==> src/rtl/inpass_n_frame_config.sv <==
// N-channel fabric input pass with per-channel comb/reg/sync/pulse modes.
// Optional mode-10 deglitch filter is enabled by INPASS_DEGLITCH_EN.
module my_mux2 (
  input  logic A0,
  input  logic A1,
  input  logic S,
  output logic X
);
  assign X = S ? A1 : A0;
endmodule

module inpass_n_frame_config #(
  parameter int NUM_CH          = 8,
  parameter int NoConfigBits    = 16,
  parameter int DEGLITCH_CYCLES = 4
) (
  input  logic                    UserCLK,
  input  logic                    UserRST,
  input  logic [NUM_CH-1:0]       I,
  output logic [NUM_CH-1:0]       O,
  input  logic [NoConfigBits-1:0] ConfigBits
);

  if (NoConfigBits != 2*NUM_CH) begin : g_cfg_chk
    $error("NoConfigBits must equal 2*NUM_CH");
  end
  if (NUM_CH < 1 || NUM_CH > 32) begin : g_ch_chk
    $error("NUM_CH must be in 1..32");
  end

  logic [NUM_CH-1:0] s1_q, s1_d;
  logic [NUM_CH-1:0] s2_q, s2_d;
  logic [NUM_CH-1:0] s3_q, s3_d;
  logic [NUM_CH-1:0] sync_w;
  logic [NUM_CH-1:0] pulse_w;

  always_comb begin
    s1_d = I;
    s2_d = s1_q;
    s3_d = s2_q;
  end

  // Flops run in every mode so reconfiguration needs no flush.
  always_ff @(posedge UserCLK or posedge UserRST) begin
    if (UserRST) begin
      s1_q <= '0;
      s2_q <= '0;
      s3_q <= '0;
    end else begin
      s1_q <= s1_d;
      s2_q <= s2_d;
      s3_q <= s3_d;
    end
  end

  assign pulse_w = s2_q & ~s3_q;

`ifdef INPASS_DEGLITCH_EN
  if (DEGLITCH_CYCLES < 2) begin : g_dg_chk
    $error("DEGLITCH_CYCLES must be >= 2");
  end

  localparam int CW = $clog2(DEGLITCH_CYCLES);
  localparam logic [CW-1:0] CMAX = CW'(DEGLITCH_CYCLES - 1);

  logic [NUM_CH-1:0] f_q, f_d;
  logic [CW-1:0]     c_q [NUM_CH];
  logic [CW-1:0]     c_d [NUM_CH];

  // Accept s2 only after it has differed from f for DEGLITCH_CYCLES edges.
  always_comb begin
    f_d = f_q;
    for (int k = 0; k < NUM_CH; k++) begin
      c_d[k] = c_q[k];
      if (s2_q[k] == f_q[k]) begin
        c_d[k] = '0;
      end else if (c_q[k] == CMAX) begin
        f_d[k] = s2_q[k];
        c_d[k] = '0;
      end else begin
        c_d[k] = c_q[k] + CW'(1);
      end
    end
  end

  always_ff @(posedge UserCLK or posedge UserRST) begin
    if (UserRST) begin
      f_q <= '0;
      for (int k = 0; k < NUM_CH; k++) c_q[k] <= '0;
    end else begin
      f_q <= f_d;
      for (int k = 0; k < NUM_CH; k++) c_q[k] <= c_d[k];
    end
  end

  assign sync_w = f_q;
`else
  assign sync_w = s2_q;
`endif

  for (genvar k = 0; k < NUM_CH; k++) begin : g_ch
    logic lo_w;
    logic hi_w;

    my_mux2 u_lo (
      .A0 (I[k]),
      .A1 (s1_q[k]),
      .S  (ConfigBits[2*k]),
      .X  (lo_w)
    );

    my_mux2 u_hi (
      .A0 (sync_w[k]),
      .A1 (pulse_w[k]),
      .S  (ConfigBits[2*k]),
      .X  (hi_w)
    );

    my_mux2 u_out (
      .A0 (lo_w),
      .A1 (hi_w),
      .S  (ConfigBits[2*k+1]),
      .X  (O[k])
    );
  end

endmodule

==> config.mk <==
export PLATFORM = sky130hd
export DESIGN_NAME = inpass_n_frame_config
export DESIGN_NICKNAME = d
export VERILOG_FILES = /design/src/rtl/inpass_n_frame_config.sv
export SDC_FILE = /design/constraint.sdc
export NUM_CORES = 1
export LEC_CHECK = 0
export CORE_ASPECT_RATIO = 0.9
export CORE_UTILIZATION = 46
export DETAILED_ROUTE_END_ITERATION = 7
export PLACE_DENSITY = 0.83
export SKIP_LAST_GASP = 1
export SYNTH_ARGS = -nofsm -noshare
export SYNTH_HDL_FRONTEND = slang
export SYNTH_SLANG_ARGS = --single-unit
==> constraint.sdc <==
create_clock -name UserCLK -period 2.3 [get_ports UserCLK]
set_clock_uncertainty 0.2 [all_clocks]
set_input_delay 0.46 -clock UserCLK [delete_from_list [all_inputs] [get_ports UserCLK]]
set_output_delay 0.46 -clock UserCLK [all_outputs]
set_load 0.02 [all_outputs]
==> flow_summary_export.csv <==
group,metric,value,unit
layout,fin_nets,131,
sta,finalMaxSlewViolations,0,
critical_path,reg2reg_slack,1580,ps
floorplanning,fp-row-count,15,
floorplanning,io_pins,34,
critical_path,path_max_fanout,4,
clocking,post_cts_buffers,0,
min_path,hp-start,"s1_q[0]",
yosys,yosysWarnings,0,
global_route,grt_pass1_vias,583,
sta,min_period,2230,ps
global_route,antenna_found_initial,0,
yosys,synth_fp_nets,97,
clocking,cts_buffer_depth,2,
drt,routedWlPerCell,11.6,µm
sta,rsz0062_at_grt,"no",
power,leakage,0.000528,µW
global_route,grt_start_max_net_pins,25,
sta,setup_ws,67.7,ps
drt,drt_iter0_markers,5,
layout,antenna_cells,0,
yosys,synthMostInstantiatedCell,"dfrtp_1",
yosys,ys_ff_latch,24,
layout,design_area,1240,µm²
clocking,clock-sinks,24,
placement,finalWeightedCongestion,0.606,
yosys,synth-edff-count,0,
placement,dp_slack,-352,ps
yosys,syn_inst,71,
power,vdd_drop_max,348,µV
sta,period_share,97.1,%
yosys,ys_types,10,
floorplanning,die_area,2190,µm²
drt,dr.pass1.iters,4,
critical_path,cp-end-kind,"output pin",
clocking,insertion_delay,290,ps
min_path,min_to,"s2_q[0]",
sta,relSlewSlack,81.3,%
clocking,cts_tree,"done",
yosys,synth-seq-area-share,65.0,%
yosys,synth_ff_type,"dfrtp_1",
placement,place_area,1260,µm²
floorplanning,core_area,1900,µm²
clocking,root_buffer,"clkbuf_4",
yosys,synth.largest_area_cell,"dfrtp_1",
drt,remaining_drc_errors,0,
sta,max_freq,448,MHz
layout,final_core_util,65.3,%
floorplanning,die_w,49.3,µm
global_route,grt_usage,15.1,%
sta,worstMarginPinSlew,281,ps
layout,syn2layout_area_growth,34.0,%
sta,finalHoldViolCount,0,
global_route,grt_pass1_wl,2430,µm
drt,ant_nets,0,
critical_path,worst_ep_arrival_time,1570,ps
floorplanning,dieHeight,44.5,µm
yosys,synth_area_leaders,"dfrtp_1 65%, nand2b_1 9.5%, a311oi_1 6.6%",
placement,io_buffers,33,
outcome,status,"finished clean",
yosys,async_reset_ff_share,100,%
sta,setup_viol_count_final,0,
yosys,syn_area,925,µm²
sta,tns,0,ps
critical_path,cp-start-kind,"input port",
flow_run,max_cap_viol_count,0,
critical_path,reg2regPathDepth,0,
drt,num_vias,608,
drt,vias_per_cell,4.75,
placement,dpl.hpwl,1140,µm
layout,drive_above_1_share,16.5,%
global_route,overflow,0,
clocking,numCtsBuffers,3,
yosys,synth_top_area_share,65.0,%
critical_path,crit_start,"ConfigBits[5]",
clocking,clkTransAtPathRegs,110,ps
clocking,cts_max_level,1,
critical_path,rr_startpoint,"s2_q[7]",
min_path,hold_depth,0,
yosys,synth_area_per_cell,13.0,µm²
critical_path,r2r_end,"s3_q[7]",
yosys,synthTopCellsByCount,"24 x dfrtp_1, 14 x nand2b_1, 8 x buf_4",
floorplanning,start_util,48.8,%
critical_path,required,1640,ps
power,power.density,600,nW/µm²
critical_path,path_class,"in2out",
min_path,holdCritPathClass,"reg2reg",
drt,wirelength,1490,µm
## how the worst max path moves through the flow
stage | endpoint | depth (start not counted)
after global routing | O[7] | 4
final | O[2] | 4
after floorplan | O[1] | 3
after detailed placement | O[5] | 4
after global placement | O[5] | 4
after CTS | O[2] | 4
## metrics by stage
step           instances  hold WS [ps]  power, µW
2_1_floorplan         71           145        529
3_3_place_gp         125           152        595
3_5_place_dp         125           162        599
4_1_cts              128           188        759
5_1_grt              128           195        786
6_report             128           186        743
## layout make-up
cell class | instances | area (µm²)
clock buffers | 3 | 22.5
fillers | 141 | 657
inverters | 1 | 3.75
multi-input cells | 38 | 260
flip-flops and latches | 24 | 601
well taps | 25 | 31.3
repair buffers | 37 | 320
## what timing repair did
action | in CTS | in global routing
setup endpoints to repair | 8 | 6
gates resized for setup | 28 | 9
hold buffers | 0 | 0
gates cloned | 0 | 0
hold endpoints to repair | 0 | 0
## report_power, final
part	internal (µW)	total, µW	switching [µW]
Clock	61.0	167	106
Combinational	70.0	124	54.4
Sequential	443	452	8.96
Total	574	743	169
## routing by layer
| layer | vias up | wire length (µm) | track usage [%] |
|---|---|---|---|
| met5 | - | 0 | 0 |
| met4 | 0 | 0 | 5.29 |
| met3 | 0 | 102 | 3.09 |
| met2 | 24 | 691 | 24.1 |
| met1 | 281 | 692 | 20.8 |
| li1 | 303 | - | - |
## cell families after synthesis
logic type | synth area share [%]
buffers and inverters | 6.90
flip-flops | 65.0
AND/OR/NAND/NOR | 18.3
AO/OA/AOI/OAI | 7.71
multiplexers | 2.17
## placed cells by master, fill, tap and decap left out, types with 2 or more instances in the layout
master | Yosys | final
a311oi_1 | 7 | 7
buf_2 | 0 | 6
buf_4 | 8 | 4
clkbuf_2 | 0 | 2
clkbuf_4 | 0 | 3
clkdlybuf4s50_1 | 0 | 25
dfrtp_1 | 24 | 24
mux2i_1 | 2 | 2
nand2b_1 | 14 | 14
nor2b_1 | 6 | 6
nor3_1 | 7 | 7
## critical path, cell delays in order
cell and delay [ps]:
clkdlybuf4s50_1 450, nand2b_1 170, a311oi_1 280, clkbuf_2 210
## state kept, by name, summed over array words and instances, names as in the netlist
name / flops
s1_q: 8
s2_q: 8
s3_q: 8
No activity file was read; power rests on OpenSTA's default activity.
==> variant: new RTL, same flow settings <==
Build with the macro `INPASS_DEGLITCH_EN` defined.
--- a/src/rtl/inpass_n_frame_config.sv
+++ b/src/rtl/inpass_n_frame_config.sv
@@ -1,5 +1,7 @@
 // N-channel fabric input pass with per-channel comb/reg/sync/pulse modes.
 // Optional mode-10 deglitch filter is enabled by INPASS_DEGLITCH_EN.
+`define INPASS_DEGLITCH_EN
+
 module my_mux2 (
   input  logic A0,
   input  logic A1,
Formal check against the unedited RTL: not equivalent (a bounded check fails within 4 cycles, from zero or initial values and one cycle with UserRST high).
==> variant against the original RTL <==
  * Global-route usage up 0.41 points
  * Final cell count up 52%
  * Total power rose to 3.0 times the old value
  * Area after synthesis up 100%
  * Sequential cell count up 24
  * Critical path type unchanged
  * Fmax down 1.8%
  * Non-clock buffer count unchanged
  * Wire length up 90%
  * Register-to-register slack worse by 0.49 ns
  * Count of clock-buffer cells in the layout up 2
  * Highest routed layer is now met4
  * Worst setup slack worse by 0.041 ns
  * Design area up 86%
==> variant: results (changes against the original RTL) <==
- CP max-delay cell: mux4_2
- GPL Wtd Cong: 0.6957 (+15%)
- Wl on met1: 1168 um (+69%)
- Hold wc startpoint: s1_q[5]
- Static leakage: 1.057 nW (+100%)
- Hold WS: 0.1841 ns (-0.001539 ns)
- DPL Wire Length: 2063 um (+82%)
- Largest net degree at the start of global routing: 49 (+96%)
- Synth top cells by count: dfrtp_1 (48), nor2b_1 (10)
- First-pass GRT wire length: 5216 um (+110%)
- CTS H-tree lvls: 2 (+1)
- Post-synthesis mux area share: 0.1453 (+0.1236)
- Switching pwr: 606.3 uW (+260%)
- Via Count: 991 (+63%)
- CTS root buffer: clkbuf_8
- DR WL/cell: 14.48 um (+25%)
- Reg-to-reg slack, setup: 1.09 ns (-0.49 ns)
- Vias in the first global route: 1137 (+95%)
- Slowest stage delay, CP: 0.52 ns (+0.07 ns)
- Register area share after synthesis: 0.6456 (-0.003931)
- CP startpoint: ConfigBits[2]
- Dpl cells: 188 (+50%)
- Peak supply drop: 0.4143 mV (+19%)
- Share of layout cells above drive strength 1: 0.2416 (+0.07656)
- # nets final: 183 (+40%)
- Worst EP arrival: 1.61 ns (+0.04 ns)
- Status: finished, final reports clean
- DR WL met3: 101 um (-0.98%)
- Xor-xnor portion of the synthesized cell area: 0.03766 (+0.03766)
- Syn_area_per_cell: 16.46 um2 (+26%)
- Num CTS Buffers: 5 (+2)
- DR vias/cell: 5.082 (+7.0%)
- Routed length on met2: 1507 um (+120%)
- R2r endpoint: f_q[2]
- Synth cell types: 12 (+2)
- Synth Area in Compound Gates: 0 (-0.07713)
- Cts repair resizes: 32 (+14%)
- Initial DRT Pass Iterations: 5 (+1)
- Met1 Use GR: 0.1846 (-0.02340)
- Syn_nets: 147 (+52%)
- Post-place setup slack: -0.3698 ns (-0.01745 ns)
- Area share of fa/ha/maj cells after synthesis: 0.05380 (+0.05380)
- Worst-path fanout max: 1 (-3)
- Post-route clock period utilization: 0.9882 (+0.01764)
- Global Route met3 Usage: 0.04870 (+0.01777)
- Routing usage on met2: 0.2597 (+0.01861)
- Setup crit end: O[1]
- Highest routed metal layer: met4
## variant: cell count changes after synthesis, sizes merged, moves of 7 or more
cell / before / now
dfrtp: 24 / 48
nand2b: 14 / 0
ha: 0 / 8
mux2: 0 / 8
mux4: 0 / 8
a311oi: 7 / 0
## variant: power by group through the flow
| stage | Sequential, mW | Combinational (mW) | Clock (mW) |
|---|---|---|---|
| 4_1_cts | 1.18 | 0.562 | 0.480 |
| 5_1_grt | 1.21 | 0.637 | 0.533 |
| 3_3_place_gp | 1.18 | 0.539 | 0 |
| 2_1_floorplan | 1.16 | 0.441 | 0 |
| 6_report | 1.18 | 0.570 | 0.462 |
| 3_5_place_dp | 1.20 | 0.583 | 0 |
## variant: layout make-up
cell class                 instances  area (um2)
fill                             282        1474
sequential                        48        1201
multi-input combinational         56       595.6
timing repair buffer              37       370.4
clock buffer                       5       68.82
tap                               46       57.56
clock inverter                     2       12.51
inverter                           1       3.754
